<file path="src/rtl/wm_blend_ctrl_pkg.sv">
// Shared widths, rounding bias and FSM encoding for the watermark blend controller.
package wm_blend_ctrl_pkg;

    localparam int unsigned PIX_W      = 8;
    localparam int unsigned PROD_W     = 16;
    localparam int unsigned CNT_W      = 16;
    localparam int unsigned ROUND_BIAS = 128;

    typedef enum logic [1:0] {
        StIdle   = 2'd0,
        StMulImg = 2'd1,
        StMulWm  = 2'd2,
        StHold   = 2'd3
    } state_e;

    // 255 - w for an 8-bit weight is a plain bitwise inversion.
    function automatic logic [PIX_W-1:0] inv_weight(input logic [PIX_W-1:0] w);
        return ~w;
    endfunction

endpackage

</file>
<file path="src/rtl/mult8x8.sv">
// Combinational unsigned 8x8 -> 16 multiplier shared by both blend products.
module mult8x8
    import wm_blend_ctrl_pkg::*;
(
    input  logic [PIX_W-1:0]  a_i,
    input  logic [PIX_W-1:0]  b_i,
    output logic [PROD_W-1:0] p_o
);

    assign p_o = PROD_W'(a_i) * PROD_W'(b_i);

endmodule

</file>
<file path="src/rtl/wm_blend_ctrl.sv">
// Alpha blend of an image pixel with a watermark pixel, computed over two cycles
// on a single shared multiplier, with a valid/ready handshake on both sides.
module wm_blend_ctrl
    import wm_blend_ctrl_pkg::*;
#(
    parameter int unsigned ROUND = 1
) (
    input  logic             clk_i,
    input  logic             rst_i,
    input  logic             in_valid_i,
    output logic             in_ready_o,
    input  logic [PIX_W-1:0] img_pix_i,
    input  logic [PIX_W-1:0] wm_pix_i,
    input  logic [PIX_W-1:0] cfg_alpha_i,
    output logic             out_valid_o,
    input  logic             out_ready_i,
    output logic [PIX_W-1:0] out_pix_o,
    output logic             busy_o,
    output logic [CNT_W-1:0] pix_count_o
);

    localparam logic [PROD_W-1:0] Bias = (ROUND != 0) ? PROD_W'(ROUND_BIAS) : '0;

    state_e             state_q, state_d;
    logic [PIX_W-1:0]   img_q, img_d;
    logic [PIX_W-1:0]   wm_q, wm_d;
    logic [PIX_W-1:0]   alpha_q, alpha_d;
    logic [PROD_W-1:0]  acc_q, acc_d;
    logic [CNT_W-1:0]   cnt_q, cnt_d;

    logic [PIX_W-1:0]   mul_a, mul_b;
    logic [PROD_W-1:0]  mul_p;

    mult8x8 u_mult (
        .a_i (mul_a),
        .b_i (mul_b),
        .p_o (mul_p)
    );

    // Operand mux: the watermark pass uses the complementary weight.
    always_comb begin
        mul_a = img_q;
        mul_b = alpha_q;
        if (state_q == StMulWm) begin
            mul_a = wm_q;
            mul_b = inv_weight(alpha_q);
        end
    end

    always_comb begin
        state_d     = state_q;
        img_d       = img_q;
        wm_d        = wm_q;
        alpha_d     = alpha_q;
        acc_d       = acc_q;
        cnt_d       = cnt_q;
        in_ready_o  = 1'b0;
        out_valid_o = 1'b0;

        unique case (state_q)
            StIdle: begin
                in_ready_o = 1'b1;
                if (in_valid_i) begin
                    img_d   = img_pix_i;
                    wm_d    = wm_pix_i;
                    alpha_d = cfg_alpha_i;
                    state_d = StMulImg;
                end
            end
            StMulImg: begin
                acc_d   = mul_p + Bias;
                state_d = StMulWm;
            end
            StMulWm: begin
                // Worst case 255*255 + 128 = 65153 still fits in 16 bits.
                acc_d   = acc_q + mul_p;
                state_d = StHold;
            end
            StHold: begin
                out_valid_o = 1'b1;
                if (out_ready_i) begin
                    cnt_d   = cnt_q + CNT_W'(1);
                    state_d = StIdle;
                end
            end
            default: state_d = StIdle;
        endcase
    end

    always_ff @(posedge clk_i or posedge rst_i) begin
        if (rst_i) begin
            state_q <= StIdle;
            img_q   <= '0;
            wm_q    <= '0;
            alpha_q <= '0;
            acc_q   <= '0;
            cnt_q   <= '0;
        end else begin
            state_q <= state_d;
            img_q   <= img_d;
            wm_q    <= wm_d;
            alpha_q <= alpha_d;
            acc_q   <= acc_d;
            cnt_q   <= cnt_d;
        end
    end

    assign out_pix_o   = acc_q[PROD_W-1:PROD_W-PIX_W];
    assign busy_o      = (state_q != StIdle);
    assign pix_count_o = cnt_q;

endmodule

</file>
<file path="config.mk">
export PLATFORM = sky130hd
export DESIGN_NAME = wm_blend_ctrl
export DESIGN_NICKNAME = d
export VERILOG_FILES = /design/src/rtl/wm_blend_ctrl_pkg.sv /design/src/rtl/mult8x8.sv /design/src/rtl/wm_blend_ctrl.sv
export SDC_FILE = /design/constraint.sdc
export NUM_CORES = 1
export LEC_CHECK = 0
export ABC_AREA = 1
export BUFFER_PORTS_ARGS = -buffer_cell sky130_fd_sc_hd__clkbuf_2
export CORE_AREA = 2 2 108 110
export CTS_CLUSTER_SIZE = 12
export DETAILED_ROUTE_END_ITERATION = 8
export DIE_AREA = 0 0 110 112
export GPL_TIMING_DRIVEN = 0
export PLACE_DENSITY = 0.78
export SLEW_MARGIN = 5
export SYNTH_ARGS = -nofsm -noshare
export SYNTH_HDL_FRONTEND = slang
export SYNTH_HIERARCHICAL = 1
export SYNTH_SLANG_ARGS = --single-unit
</file>
<file path="constraint.sdc">
create_clock -name clk_i -period 6.25 [get_ports clk_i]
set_input_delay 0 -clock clk_i [delete_from_list [all_inputs] [get_ports clk_i]]
set_output_delay 0 -clock clk_i [all_outputs]
set_load 0.01 [all_outputs]
</file>
==> metrics <==
Tcrit/Tclk final 96.8%; antenna viol nets, final 0; die area 0.0123 mm²; fin. max-slew vios 0; non-filler instance count after layout 1,097; main area contributors after synthesis dfrtp_1 (24%), nand2_1 (15%), fa_1 (12%); worst path arrival time 6.28 ns; CTS tree built; Synth top area share 23.6%; crit path from state_q[0]$_DFFE_PP0P_; wire per inst 13.5 µm; CTS max path bufs 2; initial antenna violation count 0; Clk Latency, worst-skew pair 0.34 ns; Commonest cells post-synth nand2_1 (240), inv_1 (191), dfrtp_1 (58); # Max-Cap Violations 0; Primary FF master, synth dfrtp_1; outcome completed; pre-CTS setup slack -0.725 ns; FF+latch count, synth 58; first-pass GRT wire length 24,700 µm; CP max FO 10; final core utilization 65.6%; number of cells after detailed placement 1,053; Crit Path Class reg2reg; Max Freq 165 MHz; final WL 14,800 µm; I/O Pins 55; Clock Sink Count 58; RR Startpoint state_q[0]$_DFFE_PP0P_; ratio of cells with drive above 1 in the final layout 16.2%; largest area contributor in the netlist dfrtp_1; slowest cell on the critical path fa_1; Reg2Reg Depth 33; input/output buffers 54; Final WS setup 0.198 ns; # rows 39; number of remaining DRC errors 0; post-synthesis sequential area ratio 23.6%; H-tree depth 3; CP delay by family, top adder cells; CP bufs+invs 8; WHS Path Cells 3; area delta synth->final 19.2%; Synth cell types 30; n_diodes 0; clock root cell clkbuf_16; largest net degree at the start of global routing 40; hold crit path type in2reg; YS warnings 6; Post-layout nets 1,070; Initial DRT Pass Iterations 5; critical path depth 33; total track usage 25.5%; Max-Slew Margin vs Limit 57.7%; synthesized net count 976; clock-pin slew on the worst setup and hold paths 0.06 ns; vias in the first global route 5,282; Die W 110 µm; mapped cell area 0.00615 mm²; Layout Skew 0.00718 ns; most frequent cell after synthesis nand2_1; Initial Util 55.0%; Final HPWL DP 10,700 µm; CP Launch Type flip-flop; CTS buffer count 9; worst slew pin tran 0.634 ns; final hold violations 0; Setup TNS 0 ns; total grt overflow 0; via count 5,575; Syn Area/Cell 7.19 µm²; fraction of registers with async set/reset 100%; routability cong. 0.895; drt initial violations 345; Critical Path RT 6.48 ns; CORE AREA 0.0112 mm²; post-layout minimum cycle time 6.05 ns; Cells after Synth 855; Vias/cell 5.08; final number of setup-violating endpoints 0; CP max stage delay 0.55 ns; hold_sp in_valid_i; Die Y 112 µm; kind of end point of the critical path flip-flop; EDFF count, synth 0; Crit path top cell by count nand2_1
[cell type report]
cell class | count | area, µm²
buffer | 33 | 218
multi-input combinational | 569 | 3890
timing repair buffer | 84 | 573
clock inverter | 6 | 42.5
inverter | 194 | 732
clock buffer | 10 | 239
tap | 143 | 179
sequential | 58 | 1450
fill | 932 | 3840
[per-layer routing]
metal | global-route usage [%] | part of all wire [%] | vias up
li1 | - | - | 2746
met1 | 34.4 | 43 | 2555
met2 | 40.0 | 47 | 221
met3 | 4.22 | 5.8 | 53
met4 | 11.4 | 3.8 | 0
met5 | 0 | 0 | -
[worst reg2reg max path: cells and delay by family, from the launching register on]
| kind | cells | cell delay, ns |
|---|---|---|
| fa+ha+maj | 7 | 2.94 |
| simple gates | 17 | 1.60 |
| buf+inv | 8 | 0.90 |
| flops | 1 | 0.40 |
| compound gates | 1 | 0.10 |
[worst paths after layout]
kind	to	slack [ns]
max	acc_q[15]$_DFFE_PP0P_	0.20
min	state_q[1]$_DFFE_PP0P_	0.07
max reg2reg	acc_q[15]$_DFFE_PP0P_	0.20
min reg2reg	pix_count_o[15]$_DFFE_PP0P_	0.48
max in group asynchronous	acc_q[15]$_DFFE_PP0P_	5.47
min in group asynchronous	wm_q[5]$_DFFE_PP0P_	0.20
[cells by family after synthesis]
logic type | share of synthesized area (%)
buf+inv | 14.5
flops | 23.6
xor+xnor | 5.70
compound gates | 5.13
mux | 3.30
simple gates | 24.3
fa+ha+maj | 23.4
[registers in the layout, summed over array words and instances (netlist names)]
signal and count:
acc_q 16, pix_count_o 16, alpha_q 8, img_q 8, wm_q 8, state_q 2
[cell usage in the layout, fill, tap and decap left out, drive strengths merged]
cell type,n
o21ai,23
nor3,4
fa,37
nand4,8
inv,192
nand3b,3
dlygate4sd3,26
clkinv,5
nor2,51
clkinvlp,3
xnor2,12
o22ai,1
or2,1
xor2,28
ha,56
a21oi,36
nand2,247
and2,1
buf,27
mux2,18
a31oi,1
dfrtp,58
clkbuf,74
o21a,1
nand3,41
[per-stage QoR]
stage	hold slack, ns	instance area, µm²
3_5_place_dp	0.0109	6620
6_report	0.0678	7330
4_1_cts	0.0505	7200
2_1_floorplan	0.150	6150
3_3_place_gp	0.233	6600
5_1_grt	0.110	7330
[timing repair]
item / in CTS / in global routing
buffers inserted: 1 / 2
hold buffers: 26 / 0
resized for setup: 20 / 48
pin swaps: 0 / 1
setup endpoints to repair: 8 / 8
endpoints found under the hold margin: 44 / 0
Power is left out: the tool's default activity adds up to more than one toggle a clock period on the data nets, which glitch-free logic cannot reach.
